===== src/rtl/eth_mdio_resp_if.sv =====
// MDIO responder pin and register-write report bundle.
// slave: the responder side; master: the initiator/bench side.
`timescale 1ns/1ps
interface eth_mdio_resp_if;
   logic        MDC;
   logic        MDIO_I;
   logic        MDIO_O;
   logic        MDIO_Oe;
   logic        Reg_Wr_Strb;
   logic [4:0]  Reg_Wr_Addr;
   logic [15:0] Reg_Wr_Data;
   logic        Soft_Rst;
   logic        Frame_Err;

   modport slave (
      input  MDC, MDIO_I,
      output MDIO_O, MDIO_Oe, Reg_Wr_Strb, Reg_Wr_Addr, Reg_Wr_Data, Soft_Rst, Frame_Err
   );

   modport master (
      output MDC, MDIO_I,
      input  MDIO_O, MDIO_Oe, Reg_Wr_Strb, Reg_Wr_Addr, Reg_Wr_Data, Soft_Rst, Frame_Err
   );
endinterface


===== src/rtl/eth_mdio_resp.sv =====
// Clause 22 MDIO responder emulating a small PHY register file.
// MDC is oversampled on Clk; every protocol step happens on a detected MDC rise.
// Optional build macro MDIO_PREAMBLE_SUPPRESS_EN: accept a start after a single
// preamble 1 instead of 32.
`timescale 1ns/1ps
module eth_mdio_resp #(
   parameter logic [4:0]  pPhy_Addr = 5'h01,
   parameter logic [15:0] pPhy_Id1  = 16'h0007,
   parameter logic [15:0] pPhy_Id2  = 16'hC0F1
) (
   input logic           Clk,
   input logic           Rstn,
   eth_mdio_resp_if.slave bus
);

`ifdef MDIO_PREAMBLE_SUPPRESS_EN
   localparam logic [5:0] PreNeed = 6'd1;
`else
   localparam logic [5:0] PreNeed = 6'd32;
`endif

   typedef enum logic [3:0] {
      StPre, StSt, StOp, StPhy, StReg, StTa, StRd, StWr, StSkip
   } state_e;

   function automatic logic [15:0] rst_val(input int idx);
      case (idx)
         0:       rst_val = 16'h3100;
         4:       rst_val = 16'h01E1;
         default: rst_val = 16'h0000;
      endcase
   endfunction

   state_e      state_q, state_d;
   logic [5:0]  pre_cnt_q, pre_cnt_d;
   logic [5:0]  bit_q, bit_d;
   logic [1:0]  op_q, op_d;
   logic [4:0]  phy_q, phy_d;
   logic [4:0]  reg_q, reg_d;
   logic        match_q, match_d;
   logic [15:0] shift_q, shift_d;
   logic        mdo_q, mdo_d;
   logic        oe_q, oe_d;
   logic        strb_q, strb_d;
   logic [4:0]  wa_q, wa_d;
   logic [15:0] wd_q, wd_d;
   logic        srst_q, srst_d;
   logic        err_q, err_d;
   logic [15:0] mem_q [16];
   logic [15:0] mem_d [16];

   logic        mdc_s1, mdc_s2, mdc_s3;
   logic        mdio_s1, mdio_s2;
   logic        rise;
   logic [5:0]  cur;
   logic [4:0]  reg_full;
   logic [15:0] wr_data;
   logic [15:0] rd_val;

   assign rise     = mdc_s2 & ~mdc_s3;
   // Number of the frame bit being sampled at this rise.
   assign cur      = bit_q + 6'd1;
   assign reg_full = {reg_q[3:0], mdio_s2};
   assign wr_data  = {shift_q[14:0], mdio_s2};

   assign bus.MDIO_O      = mdo_q;
   assign bus.MDIO_Oe     = oe_q;
   assign bus.Reg_Wr_Strb = strb_q;
   assign bus.Reg_Wr_Addr = wa_q;
   assign bus.Reg_Wr_Data = wd_q;
   assign bus.Soft_Rst    = srst_q;
   assign bus.Frame_Err   = err_q;

   // Two-flop synchronizers for MDC and MDIO, plus MDC history for edge detect.
   always_ff @(posedge Clk or negedge Rstn) begin
      if (!Rstn) begin
         mdc_s1  <= 1'b0;
         mdc_s2  <= 1'b0;
         mdc_s3  <= 1'b0;
         mdio_s1 <= 1'b1;
         mdio_s2 <= 1'b1;
      end else begin
         mdc_s1  <= bus.MDC;
         mdc_s2  <= mdc_s1;
         mdc_s3  <= mdc_s2;
         mdio_s1 <= bus.MDIO_I;
         mdio_s2 <= mdio_s1;
      end
   end

   // Register read mux; bit 15 of BMCR is self-clearing so it always reads 0.
   always_comb begin
      rd_val = 16'h0000;
      if (reg_full == 5'd1)      rd_val = 16'h7809;
      else if (reg_full == 5'd2) rd_val = pPhy_Id1;
      else if (reg_full == 5'd3) rd_val = pPhy_Id2;
      else if (!reg_full[4])     rd_val = mem_q[reg_full[3:0]] & 16'h7FFF;
   end

   // Frame decoder: next state, pad drive and write commit.
   always_comb begin
      state_d   = state_q;
      pre_cnt_d = pre_cnt_q;
      bit_d     = bit_q;
      op_d      = op_q;
      phy_d     = phy_q;
      reg_d     = reg_q;
      match_d   = match_q;
      shift_d   = shift_q;
      mdo_d     = mdo_q;
      oe_d      = oe_q;
      strb_d    = 1'b0;
      wa_d      = wa_q;
      wd_d      = wd_q;
      srst_d    = 1'b0;
      err_d     = 1'b0;
      mem_d     = mem_q;
      if (rise) begin
         if (state_q != StPre) bit_d = cur;
         unique case (state_q)
            StPre: begin
               if (mdio_s2) begin
                  if (pre_cnt_q < PreNeed) pre_cnt_d = pre_cnt_q + 6'd1;
               end else if (pre_cnt_q == PreNeed) begin
                  state_d   = StSt;
                  bit_d     = 6'd1;
                  pre_cnt_d = 6'd0;
               end else begin
                  pre_cnt_d = 6'd0;
               end
            end
            StSt: begin
               if (mdio_s2) begin
                  state_d = StOp;
               end else begin
                  err_d     = 1'b1;
                  state_d   = StPre;
                  pre_cnt_d = 6'd0;
               end
            end
            StOp: begin
               op_d = {op_q[0], mdio_s2};
               if (cur == 6'd4) begin
                  if ({op_q[0], mdio_s2} == 2'b10 || {op_q[0], mdio_s2} == 2'b01) begin
                     state_d = StPhy;
                  end else begin
                     err_d   = 1'b1;
                     state_d = StSkip;
                  end
               end
            end
            StPhy: begin
               phy_d = {phy_q[3:0], mdio_s2};
               if (cur == 6'd9) begin
                  match_d = ({phy_q[3:0], mdio_s2} == pPhy_Addr);
                  state_d = StReg;
               end
            end
            StReg: begin
               reg_d = reg_full;
               if (cur == 6'd14) begin
                  // Snapshot read data now so a later write cannot disturb it.
                  shift_d = rd_val;
                  state_d = match_q ? StTa : StSkip;
               end
            end
            StTa: begin
               if (cur == 6'd15) begin
                  if (op_q == 2'b10) begin
                     oe_d  = 1'b1;
                     mdo_d = 1'b0;
                  end
               end else begin
                  if (op_q == 2'b10) begin
                     mdo_d   = shift_q[15];
                     shift_d = {shift_q[14:0], 1'b0};
                     state_d = StRd;
                  end else begin
                     state_d = StWr;
                  end
               end
            end
            StRd: begin
               if (cur == 6'd32) begin
                  oe_d      = 1'b0;
                  mdo_d     = 1'b0;
                  state_d   = StPre;
                  pre_cnt_d = 6'd0;
               end else begin
                  mdo_d   = shift_q[15];
                  shift_d = {shift_q[14:0], 1'b0};
               end
            end
            StWr: begin
               shift_d = wr_data;
               if (cur == 6'd32) begin
                  strb_d    = 1'b1;
                  wa_d      = reg_q;
                  wd_d      = wr_data;
                  state_d   = StPre;
                  pre_cnt_d = 6'd0;
                  if (reg_q == 5'd0 && wr_data[15]) begin
                     srst_d = 1'b1;
                     for (int i = 0; i < 16; i++) mem_d[i] = rst_val(i);
                  end else if (reg_q == 5'd0 || (!reg_q[4] && reg_q[3:0] >= 4'd4)) begin
                     mem_d[reg_q[3:0]] = wr_data;
                  end
               end
            end
            StSkip: begin
               if (cur == 6'd32) begin
                  state_d   = StPre;
                  pre_cnt_d = 6'd0;
               end
            end
            default: begin
               state_d   = StPre;
               pre_cnt_d = 6'd0;
            end
         endcase
      end
   end

   // State, output and storage registers.
   always_ff @(posedge Clk or negedge Rstn) begin
      if (!Rstn) begin
         state_q   <= StPre;
         pre_cnt_q <= 6'd0;
         bit_q     <= 6'd0;
         op_q      <= 2'b00;
         phy_q     <= 5'd0;
         reg_q     <= 5'd0;
         match_q   <= 1'b0;
         shift_q   <= 16'h0000;
         mdo_q     <= 1'b0;
         oe_q      <= 1'b0;
         strb_q    <= 1'b0;
         wa_q      <= 5'd0;
         wd_q      <= 16'h0000;
         srst_q    <= 1'b0;
         err_q     <= 1'b0;
         for (int i = 0; i < 16; i++) mem_q[i] <= rst_val(i);
      end else begin
         state_q   <= state_d;
         pre_cnt_q <= pre_cnt_d;
         bit_q     <= bit_d;
         op_q      <= op_d;
         phy_q     <= phy_d;
         reg_q     <= reg_d;
         match_q   <= match_d;
         shift_q   <= shift_d;
         mdo_q     <= mdo_d;
         oe_q      <= oe_d;
         strb_q    <= strb_d;
         wa_q      <= wa_d;
         wd_q      <= wd_d;
         srst_q    <= srst_d;
         err_q     <= err_d;
         mem_q     <= mem_d;
      end
   end

endmodule

===== src/flat_wrapper.sv =====
// flat-port wrapper written by rule: the top's interface ports become plain ports
module eth_mdio_resp_flat 
#(
   parameter logic [4:0]  pPhy_Addr = 5'h01,
   parameter logic [15:0] pPhy_Id1  = 16'h0007,
   parameter logic [15:0] pPhy_Id2  = 16'hC0F1
)
  (Clk, Rstn, bus_MDC, bus_MDIO_I, bus_MDIO_O, bus_MDIO_Oe, bus_Reg_Wr_Strb, bus_Reg_Wr_Addr, bus_Reg_Wr_Data, bus_Soft_Rst, bus_Frame_Err);
  eth_mdio_resp_if bus_i ();
  input logic Clk;
  input logic Rstn;
  input wire logic [$bits(bus_i.MDC)-1:0] bus_MDC;
  input wire logic [$bits(bus_i.MDIO_I)-1:0] bus_MDIO_I;
  output wire logic [$bits(bus_i.MDIO_O)-1:0] bus_MDIO_O;
  output wire logic [$bits(bus_i.MDIO_Oe)-1:0] bus_MDIO_Oe;
  output wire logic [$bits(bus_i.Reg_Wr_Strb)-1:0] bus_Reg_Wr_Strb;
  output wire logic [$bits(bus_i.Reg_Wr_Addr)-1:0] bus_Reg_Wr_Addr;
  output wire logic [$bits(bus_i.Reg_Wr_Data)-1:0] bus_Reg_Wr_Data;
  output wire logic [$bits(bus_i.Soft_Rst)-1:0] bus_Soft_Rst;
  output wire logic [$bits(bus_i.Frame_Err)-1:0] bus_Frame_Err;
  assign bus_i.MDC = bus_MDC;
  assign bus_i.MDIO_I = bus_MDIO_I;
  assign bus_MDIO_O = bus_i.MDIO_O;
  assign bus_MDIO_Oe = bus_i.MDIO_Oe;
  assign bus_Reg_Wr_Strb = bus_i.Reg_Wr_Strb;
  assign bus_Reg_Wr_Addr = bus_i.Reg_Wr_Addr;
  assign bus_Reg_Wr_Data = bus_i.Reg_Wr_Data;
  assign bus_Soft_Rst = bus_i.Soft_Rst;
  assign bus_Frame_Err = bus_i.Frame_Err;
  eth_mdio_resp #(.pPhy_Addr(pPhy_Addr), .pPhy_Id1(pPhy_Id1), .pPhy_Id2(pPhy_Id2)) u_core (.Clk(Clk), .Rstn(Rstn), .bus(bus_i));
endmodule

===== config.mk =====
export PLATFORM = sky130hd
export DESIGN_NAME = eth_mdio_resp_flat
export DESIGN_NICKNAME = d
export VERILOG_FILES = /design/src/rtl/eth_mdio_resp_if.sv /design/src/rtl/eth_mdio_resp.sv /design/src/flat_wrapper.sv
export SDC_FILE = /design/constraint.sdc
export NUM_CORES = 1
export LEC_CHECK = 0
export ABC_AREA = 1
export CAP_MARGIN = 30
export CORE_ASPECT_RATIO = 0.9
export CORE_MARGIN = 1.5
export CORE_UTILIZATION = 50
export CTS_BUF_LIST = sky130_fd_sc_hd__clkbuf_4 sky130_fd_sc_hd__clkbuf_8
export CTS_CLUSTER_DIAMETER = 40
export CTS_CLUSTER_SIZE = 40
export DETAILED_ROUTE_END_ITERATION = 12
export PLACE_DENSITY = 0.65
export SKIP_CTS_REPAIR_TIMING = 1
export SLEW_MARGIN = 20
export SYNTH_ARGS = -nofsm -noshare
export SYNTH_HDL_FRONTEND = slang
export SYNTH_SLANG_ARGS = --single-unit
export TNS_END_PERCENT = 100

===== constraint.sdc =====
create_clock -name Clk -period 4.5 [get_ports Clk]
set_clock_uncertainty 0.2 [all_clocks]
set_input_delay 0.45 -clock Clk [delete_from_list [all_inputs] [get_ports Clk]]
set_output_delay 0.45 -clock Clk [all_outputs]
set_load 0.1 [all_outputs]

==> impl_metrics.env, run 1 <==
export IMPL_clock_sinks=308
export IMPL_first_iter_violations=1163
export IMPL_synth_mux_area_share_pct=0
export IMPL_max_slew_margin_pct=30.2
export IMPL_critical_path_most_common_cell="nand2_1"
export IMPL_peakVddDrop_mv=0.218
export IMPL_areaGrowthSynthToFinish_pct=10.5
export IMPL_maxCapViolCount=0
export IMPL_ys_ff_latch=308
export IMPL_grt_pass1_wl_mm=72.0
export IMPL_cts_tree="done"
export IMPL_syn_num_nets=2100
export IMPL_route_vias_total=13368
export IMPL_cp_max_fo=30
export IMPL_die_area_um2=31600
export IMPL_worst_hold_slack_ns=0.0818
export IMPL_dr_pass1_iters=7
export IMPL_overflow=0
export IMPL_diodes=0
export IMPL_cp_start_kind="flip-flop"
export IMPL_synthXorXnorAreaFrac_pct=0.172
export IMPL_status="completed"
export IMPL_max_freq_mhz=278
export IMPL_antenna_found_initial=0
export IMPL_hold_class="input port to flip-flop"
export IMPL_design_area_um2=16900
export IMPL_worst_slack_ns=0.897
export IMPL_drive_gt1_share_pct=7.35
export IMPL_fp_dieH_um=169
export IMPL_grt_max_degree=105
export IMPL_end_kind="flip-flop"
export IMPL_ios=30
export IMPL_route_detailed_drc=0
export IMPL_finalHoldViolCount=0
export IMPL_wire_per_inst_um=17.8
export IMPL_grt_usage_pct=29.1
export IMPL_yosys_warnings=0
export IMPL_viasPerCell=5.32
export IMPL_tightest_slew_ns=1.05
export IMPL_power_density_nw_per_um2=328
export IMPL_synth_compound_area_share_pct=10.8
export IMPL_setup_tns_final_ns=0
export IMPL_synthSimpleGateAreaFrac_pct=30.3
export IMPL_die_w_um=187
export IMPL_final_common_cell="nand2_1"
export IMPL_cts_htree_levels=2
export IMPL_crit_chain="ha_1, xor2_1, inv_2, nand2_1, nor2_2, nand2_2, nor3_4, nand2_1, o21ai_0"
export IMPL_gp_congestion=0.957
export IMPL_start_util_pct=50.9
export IMPL_slowest_stage="nand2_1"
export IMPL_p_leak_nw=7.75
export IMPL_dp_cells=2433
export IMPL_antenna_left=0
export IMPL_required_ns=4.76
export IMPL_cts_made_buffers=42
export IMPL_finalNetCount=2088
export IMPL_yosysUniqueCellTypes=33
export IMPL_synth_avg_cell_area_um2=7.31
export IMPL_cp_arrival_ns=3.86
export IMPL_layout_min_cycle_time_ns=3.60
export IMPL_synth_top_family_by_area="simple AND/OR/NAND/NOR gates"
export IMPL_pre_cts_ws_ns=1.00
export IMPL_yosysSeqAreaShare_pct=50.6
export IMPL_num_rows=60
export IMPL_routed_wl_mm=44.8
export IMPL_coreArea_um2=30000
export IMPL_portBuffers=29
export IMPL_syn_inst=2089
export IMPL_netlist_area_um2=15300
export IMPL_final_cell_mix="886 x nand2_1, 298 x dfrtp_1, 162 x inv_1"
export IMPL_maxSlewViolCount=0
export IMPL_clk_pin_slew_ns=0.08
export IMPL_clock_path_buffers=3
export IMPL_slowest_delay_ns=0.76
export IMPL_fillers=2892
export IMPL_dp_hpwl_mm=29.1
export IMPL_period_share_pct=80.1
export IMPL_fin_cells=2513
export IMPL_setup_viol=0
export IMPL_clkLatencyLatePin_ns=0.59
export IMPL_rsz0062_at_grt="no"
export IMPL_post_dp_cell_area_um2=15800
export IMPL_worstSetupPathType="flip-flop to flip-flop"
export IMPL_grt_pass1_vias=12889
export IMPL_cts_root_buf="clkbuf_8"
export IMPL_yosys_area_share_adder_pct=0.574
layout make-up:
| class | instances | area, um2 | share of cell area [%] |
|---|---|---|---|
| inverter | 168 | 631 | 3.74 |
| tap | 403 | 504 | 2.99 |
| clock buffer | 49 | 662 | 3.92 |
| multi-input combinational | 1489 | 6380 | 37.8 |
| timing repair buffer | 68 | 619 | 3.67 |
| sequential | 308 | 7720 | 45.8 |
| clock inverter | 28 | 344 | 2.04 |
through the flow:
step	total power, mW	utilization (%)
final	5.53	56.3
after detailed placement	3.03	52.9
after CTS	5.58	56.2
after floorplan	2.92	-
after global placement	3.03	52.7
after global routing	5.73	56.3
report_power, final:
group | total (mW) | leakage [nW] | internal [mW] | switching, mW
clock | 2.56 | 0.503 | 1.37 | 1.19
sequential | 2.79 | 4.26 | 2.77 | 0.0133
combinational | 0.185 | 2.99 | 0.0470 | 0.138
total | 5.53 | 7.75 | 4.19 | 1.34
metal layers:
layer,vias up,global-route usage [%],routed length (um)
li1,6522,-,-
met1,6298,39.9,19600
met2,447,46.3,20600
met3,101,5.39,3220
met4,0,10.6,1460
met5,-,0,0
Yosys cell counts:
library cell | count | area, um2
or2_2 | 12 | 75.1
nor3_4 | 1 | 16.3
buf_1 | 13 | 48.8
nand4_1 | 20 | 125
a21oi_2 | 1 | 8.76
buf_6 | 1 | 11.3
o211ai_1 | 15 | 113
a21oi_1 | 29 | 145
a22oi_1 | 3 | 22.5
nand2_2 | 3 | 18.8
o2111ai_1 | 4 | 35.0
nor4_1 | 3 | 18.8
ha_1 | 7 | 87.6
buf_2 | 40 | 200
o21ai_2 | 4 | 35.0
o21ai_1 | 108 | 541
clkinv_1 | 2 | 7.51
inv_2 | 4 | 15.0
clkbuf_1 | 68 | 255
o22ai_1 | 3 | 18.8
nand2_1 | 886 | 3330
o21ai_0 | 143 | 716
o21bai_1 | 2 | 15.0
xnor2_1 | 1 | 8.76
nor2_1 | 143 | 537
nor3_1 | 5 | 25.0
inv_1 | 162 | 608
dfstp_2 | 10 | 263
nor2_2 | 4 | 25.0
nand3_1 | 90 | 450
xor2_1 | 2 | 17.5
buf_4 | 2 | 15.0
dfrtp_1 | 298 | 7460
kinds of logic (layout without fill, tap and decap cells):
group,Yosys count,count (layout)
adders and majority gates,7,7
xor gates and xnor gates,3,3
buffers and inverters,292,313
DFF,308,308
and+or+nand+nor,1167,1167
AOI/OAI and AO/OA,312,312
registers in the layout (all words and copies together) (netlist names), 5 cells and up:
register / cells
u_core.mem_q: 233
u_core.reg_q: 5
u_core.bus.Reg_Wr_Data: 16
u_core.pre_cnt_q: 6
u_core.bit_q: 6
u_core.shift_q: 16
u_core.bus.Reg_Wr_Addr: 5
worst max-delay path, delay by kind of cell (launching register included):
| family | cells | cell delay (ns) |
|---|---|---|
| xor gates and xnor gates | 1 | 0.20 |
| adders and majority gates | 1 | 0.28 |
| buffers and inverters | 1 | 0.09 |
| AOI/OAI and AO/OA | 1 | 0.43 |
| and+or+nand+nor | 5 | 1.80 |
| DFF | 1 | 0.47 |
path summary, 6_finish.rpt:
check / cells past startpoint / slack (ns) / start / to
setup / recovery: 9 / 0.90 / u_core.bit_q[0]$_DFFE_PN0P_ / u_core.mem_q[173]$_DFFE_PN0P_
min in group asynchronous: 2 / 0.25 / Rstn / u_core.bit_q[2]$_DFFE_PN0P_
hold reg to reg: 0 / 0.15 / u_core.mdc_s1$_DFF_PN0_ / u_core.mdc_s2$_DFF_PN0_
hold / removal: 1 / 0.08 / bus_MDIO_I / u_core.mdio_s1$_DFF_PN1_
max in group asynchronous: 3 / 2.84 / Rstn / u_core.mdio_s2$_DFF_PN1_
setup reg to reg: 9 / 0.90 / u_core.bit_q[0]$_DFFE_PN0P_ / u_core.mem_q[173]$_DFFE_PN0P_
Note: power is estimated with default switching activity, not from simulation.
==> inputs of run 2 (changes only) <==
==> constraint.sdc (replaced) <==
create_clock -name Clk -period 3.7 [get_ports Clk]
set_clock_uncertainty 0.2 [all_clocks]
set_input_delay 0.37 -clock Clk [delete_from_list [all_inputs] [get_ports Clk]]
set_output_delay 0.37 -clock Clk [all_outputs]
set_load 0.1 [all_outputs]
==> run 2 against run 1 <==
Net effect: wire length grew 1.2%; sequential cell count is the same; first-iteration DRC count grew 14%; largest cell class unchanged; clock power grew 9.8%; power grew 16%.
==> impl_metrics.env, run 2 (synthesis results as in run 1) <==
export IMPL_status="completed"
export IMPL_areaGrowthSynthToFinish_pct=10.2
export IMPL_finalNetCount=2093
export IMPL_seq_power_share_pct=52.6
export IMPL_cts_made_buffers=41
export IMPL_grt_pass1_wl_mm=72.0
export IMPL_maxCapViolCount=0
export IMPL_drive_gt1_share_pct=7.57
export IMPL_clk_pin_slew_ns=0.09
export IMPL_timing_rr_start="u_core.reg_q[3]$_DFFE_PN0P_"
export IMPL_wire_per_inst_um=18.0
export IMPL_cp_start_kind="flip-flop"
export IMPL_clkLatencyLatePin_ns=0.59
export IMPL_grt_max_degree=97
export IMPL_utilization_pct=56.1
export IMPL_dp_cells=2437
export IMPL_crit_family="simple AND/OR/NAND/NOR gates"
export IMPL_worstSetupPathType="flip-flop to flip-flop"
export IMPL_route_detailed_drc=0
export IMPL_cp_max_fo=25
export IMPL_hold_start="bus_MDC"
export IMPL_cp_arrival_ns=3.63
export IMPL_power_density_nw_per_um2=383
export IMPL_critical_path_startpoint="u_core.reg_q[3]$_DFFE_PN0P_"
export IMPL_pwr_share_clk_pct=43.7
export IMPL_path_buf_inv=2
export IMPL_maxSlewViolCount=0
export IMPL_final_common_cell="nand2_1"
export IMPL_max_slew_margin_pct=27.9
export IMPL_gp_congestion=0.946
export IMPL_hold_class="input port to flip-flop"
export IMPL_min_path_cells=1
export IMPL_portBuffers=29
export IMPL_end_kind="flip-flop"
export IMPL_grt_usage_pct=29.2
export IMPL_cts_root_buf="clkbuf_8"
export IMPL_p_leak_nw=7.73
export IMPL_cp_num_cells=9
export IMPL_period_share_pct=90.1
export IMPL_largest_register_ffs=233
export IMPL_die_area_um2=31600
export IMPL_setup_tns_final_ns=0
export IMPL_p_sw_mw=1.67
export IMPL_rsz0062_at_grt="no"
export IMPL_slowest_stage="nor2_1"
export IMPL_required_ns=4.00
export IMPL_ios=30
export IMPL_viasPerCell=5.37
export IMPL_coreArea_um2=30000
export IMPL_final_cell_mix="886 x nand2_1, 298 x dfrtp_1, 162 x inv_1"
export IMPL_overflow=0
export IMPL_routed_wl_mm=45.4
export IMPL_clock_path_buffers=3
export IMPL_combPwrFrac_pct=3.7
export IMPL_dr_pass1_iters=6
export IMPL_start_util_pct=50.9
export IMPL_finalHoldViolCount=0
export IMPL_diodes=0
export IMPL_die_w_um=187
export IMPL_route_vias_total=13504
export IMPL_r2r_cells=9
export IMPL_critical_path_most_common_cell="nor2_1"
export IMPL_layout_min_cycle_time_ns=3.33
export IMPL_setup_viol=0
export IMPL_antenna_found_initial=0
export IMPL_crit_chain="nor2_1, nand2_1, nor2_1, nand2_1, inv_1, nor2_1, inv_1, nand2_2, o21ai_0"
export IMPL_first_iter_violations=1324
export IMPL_p_sw_share_pct=26.0
export IMPL_worst_hold_slack_ns=0.0306
export IMPL_slowest_delay_ns=0.52
export IMPL_cts_tree="done"
export IMPL_fin_cells=2517
export IMPL_dp_hpwl_mm=29.6
export IMPL_max_freq_mhz=300
export IMPL_cts_htree_levels=2
export IMPL_num_rows=60
export IMPL_clock_sinks=308
export IMPL_fp_dieH_um=169
export IMPL_peakVddDrop_mv=0.271
export IMPL_tightest_slew_ns=1.08
export IMPL_grt_pass1_vias=12546
export IMPL_antenna_left=0
export IMPL_largest_register="u_core.mem_q"
export IMPL_p_int_mw=4.77
## run 2: changes by cell type in the layout (fill, tap and decap cells not counted), moves of 2 or more
| cell | previous run | this run |
|---|---|---|
| buf_4 | 35 | 37 |
| inv_8 | 0 | 3 |
| bufinv_16 | 6 | 2 |
| buf_8 | 1 | 3 |
| inv_6 | 5 | 8 |
| nor2_1 | 143 | 141 |
| clkbuf_8 | 47 | 42 |
| clkinv_4 | 6 | 3 |
| nor2_2 | 4 | 6 |
| clkbuf_4 | 2 | 5 |
## run 2: stage by stage
| stage | cell area, um2 | total power, mW | setup WS (ns) |
|---|---|---|---|
| after CTS | 16800 | 6.49 | 0.461 |
| final | 16800 | 6.44 | 0.366 |
| after floorplan | 15300 | 3.55 | 1.41 |
| after global placement | 15900 | 3.69 | 0.522 |
| after global routing | 16800 | 6.65 | 0.135 |
| after detailed placement | 15900 | 3.69 | 0.457 |
## run 2: path summary, 6_finish.rpt
path | slack, ns | endpoint
min reg2reg | 0.16 | u_core.mdc_s2$_DFF_PN0_
max reg2reg | 0.37 | u_core.mem_q[182]$_DFFE_PN1P_
min in group asynchronous | 0.23 | u_core.bus.Reg_Wr_Data[12]$_DFFE_PN0P_
max in group asynchronous | 2.06 | u_core.mem_q[5]$_DFFE_PN0P_
max | 0.37 | u_core.mem_q[182]$_DFFE_PN1P_
min | 0.03 | u_core.mdc_s1$_DFF_PN0_
## run 2: final cells by class
cell class | instances | area [um2]
Multi-Input combinational cell | 1489 | 6380
Tap cell | 403 | 504
Clock buffer | 47 | 616
Sequential cell | 308 | 7720
Clock inverter | 28 | 265
Fill cell | 2881 | 13100
Timing Repair Buffer | 74 | 694
Inverter | 168 | 631
## run 2: power by group through the flow
| stage | Combinational (mW) | Clock [mW] | Sequential [mW] |
|---|---|---|---|
| finish | 0.238 | 2.81 | 3.39 |
| global route | 0.270 | 2.99 | 3.39 |
| CTS | 0.239 | 2.86 | 3.39 |
| detailed placement | 0.238 | 0 | 3.45 |
| global placement | 0.237 | 0 | 3.45 |
| floorplan | 0.110 | 0 | 3.44 |
## run 2: per-layer routing
metal	global-route usage, %	vias to the layer above	part of all wire [%]
met3	5.45	99	8.1
li1	-	6519	-
met5	0	-	0
met4	10.4	0	3.4
met1	41.8	6328	45
met2	44.7	558	44
==> inputs of run 3 (changes only) <==
--- a/config.mk
+++ b/config.mk
@@ -11,7 +11,7 @@
 export CORE_MARGIN = 1.5
 export CORE_UTILIZATION = 50
 export CTS_BUF_LIST = sky130_fd_sc_hd__clkbuf_4 sky130_fd_sc_hd__clkbuf_8
-export CTS_CLUSTER_DIAMETER = 40
+export CTS_CLUSTER_DIAMETER = 50
 export CTS_CLUSTER_SIZE = 40
 export DETAILED_ROUTE_END_ITERATION = 12
 export PLACE_DENSITY = 0.65
==> run 3 against run 2 <==
Net effect: final area is 0.28% lower; clock power is 1% lower; die area stayed put; sequential power hardly changed; final cell count is 0.40% lower; highest routed layer unchanged; power is 0.61% lower; core utilization is 0.16 points lower; setup slack better by 0.016 ns; critical path type unchanged; largest power group unchanged.
==> impl_metrics.env, run 3 (synthesis results as in run 1) <==
export IMPL_cp_start_kind="flip-flop"
export IMPL_gp_congestion=0.946
export IMPL_grt_usage_pct=29.2
export IMPL_r2r_slack_ns=0.38
export IMPL_grt_pass1_wl_mm=71.8
export IMPL_p_sw_mw=1.63
export IMPL_grt_pass1_vias=12480
export IMPL_finalHoldViolCount=0
export IMPL_endpoint="u_core.mem_q[182]$_DFFE_PN1P_"
export IMPL_coreArea_um2=30000
export IMPL_areaGrowthSynthToFinish_pct=9.90
export IMPL_cp_max_fo=25
export IMPL_die_w_um=187
export IMPL_worstSetupPathType="flip-flop to flip-flop"
export IMPL_portBuffers=29
export IMPL_routed_wl_mm=45.3
export IMPL_critical_path_startpoint="u_core.reg_q[3]$_DFFE_PN0P_"
export IMPL_clk_pin_slew_ns=0.08
export IMPL_grt_max_degree=97
export IMPL_tightest_slew_ns=1.06
export IMPL_diodes=0
export IMPL_clkLatencyLatePin_ns=0.59
export IMPL_r2r_cells=9
export IMPL_cp_arrival_ns=3.59
export IMPL_largest_register_ffs=233
export IMPL_fillers=2872
export IMPL_setup_viol=0
export IMPL_start_util_pct=50.9
export IMPL_final_common_cell="nand2_1"
export IMPL_p_int_mw=4.76
export IMPL_overflow=0
export IMPL_power_density_nw_per_um2=381
export IMPL_route_vias_total=13453
export IMPL_ios=30
export IMPL_r2r_end="u_core.mem_q[182]$_DFFE_PN1P_"
export IMPL_cts_htree_levels=2
export IMPL_status="completed"
export IMPL_timing_rr_start="u_core.reg_q[3]$_DFFE_PN0P_"
export IMPL_setup_tns_final_ns=0
export IMPL_first_iter_violations=1273
export IMPL_antenna_left=0
export IMPL_drive_gt1_share_pct=7.13
export IMPL_p_leak_nw=7.70
export IMPL_rsz0062_at_grt="no"
export IMPL_worst_slack_ns=0.382
export IMPL_layout_min_cycle_time_ns=3.32
export IMPL_dp_hpwl_mm=29.6
export IMPL_clock_path_buffers=3
export IMPL_seq_power_share_pct=52.9
export IMPL_utilization_pct=56.0
export IMPL_pwr_share_clk_pct=43.4
export IMPL_period_share_pct=89.7
export IMPL_num_rows=60
export IMPL_required_ns=3.98
export IMPL_cts_made_buffers=36
export IMPL_clock_sinks=308
export IMPL_dp_cells=2437
export IMPL_antenna_found_initial=0
export IMPL_route_detailed_drc=0
export IMPL_fp_dieH_um=169
export IMPL_peakVddDrop_mv=0.297
export IMPL_maxCapViolCount=0
export IMPL_finalNetCount=2088
export IMPL_p_sw_share_pct=25.6
export IMPL_combPwrFrac_pct=3.7
export IMPL_cts_tree="done"
export IMPL_max_slew_margin_pct=29.1
export IMPL_final_cell_mix="886 x nand2_1, 298 x dfrtp_1, 162 x inv_1"
export IMPL_viasPerCell=5.37
export IMPL_maxSlewViolCount=0
export IMPL_max_freq_mhz=301
export IMPL_largest_register="u_core.mem_q"
export IMPL_dr_pass1_iters=6
export IMPL_die_area_um2=31600
export IMPL_end_kind="flip-flop"
export IMPL_hold_class="input port to flip-flop"
export IMPL_pre_cts_ws_ns=0.457
export IMPL_fin_cells=2507
export IMPL_wire_per_inst_um=18.1
export IMPL_cts_root_buf="clkbuf_8"
-- run 3: cell count changes in the layout (fill, tap and decap cells not counted) --
cell	change
dlygate4sd3_1	-1
inv_8	+1
nor2_2	-1
bufinv_16	+2
clkbuf_8	-4
clkbuf_4	-4
clkinv_2	-4
buf_4	+1
nor2_1	+1
inv_6	-1
-- run 3: final cells by class --
class / count / area (um2) / area share [%]
flip-flops and latches: 308 / 7720 / 46.1
clock inverters: 26 / 308 / 1.84
multi-input cells: 1489 / 6380 / 38.1
well taps: 403 / 504 / 3.01
repair buffers: 74 / 692 / 4.13
inverters: 168 / 631 / 3.76
clock buffers: 39 / 531 / 3.16
-- run 3: critical path, cell delays in order (launching register included) --
cell	delay, ns
dfrtp_1	0.45
nor2_1	0.49
nand2_1	0.24
nor2_1	0.15
nand2_1	0.42
inv_1	0.53
nor2_1	0.07
inv_1	0.08
nand2_2	0.29
o21ai_0	0.30
-- run 3: how the worst min path moves through the flow --
stage                                  from                                     end  slack (ns)  depth (start not counted)
CTS                                    Rstn  u_core.bus.Reg_Wr_Data[12]$_DFFE_PN0P_       -0.35                          1
global placement    u_core.mdc_s1$_DFF_PN0_                 u_core.mdc_s2$_DFF_PN0_        0.13                          0
floorplan                              Rstn             u_core.bit_q[0]$_DFFE_PN0P_       -0.13                          0
global route                        bus_MDC                 u_core.mdc_s1$_DFF_PN0_        0.01                          1
detailed placement  u_core.mdc_s1$_DFF_PN0_                 u_core.mdc_s2$_DFF_PN0_        0.14                          0
finish                           bus_MDIO_I                u_core.mdio_s1$_DFF_PN1_        0.02                          1
-- run 3: metrics by stage --
| stage | hold slack [ns] | instance area, um2 | power, mW |
|---|---|---|---|
| 4_1_cts | -0.348 | 16700 | 6.45 |
| 6_report | 0.0191 | 16800 | 6.40 |
| 3_3_place_gp | 0.134 | 15900 | 3.69 |
| 5_1_grt | 0.0106 | 16800 | 6.60 |
| 3_5_place_dp | 0.137 | 15900 | 3.69 |
| 2_1_floorplan | -0.126 | 15300 | 3.55 |
-- run 3: power by group through the flow --
| stage | clock (mW) | sequential [mW] | combinational [mW] |
|---|---|---|---|
| floorplan | 0 | 3.44 | 0.110 |
| global placement | 0 | 3.45 | 0.237 |
| detailed placement | 0 | 3.45 | 0.238 |
| CTS | 2.83 | 3.38 | 0.239 |
| global route | 2.95 | 3.39 | 0.270 |
| finish | 2.77 | 3.38 | 0.237 |
-- run 3: per-layer routing --
metal / up-vias / wire [um] / GRT usage (%)
met4: 0 / 1470 / 9.96
met5: - / 0 / 0
met3: 95 / 3570 / 5.29
met2: 528 / 20000 / 44.8
met1: 6312 / 20300 / 41.8
li1: 6518 / - / -
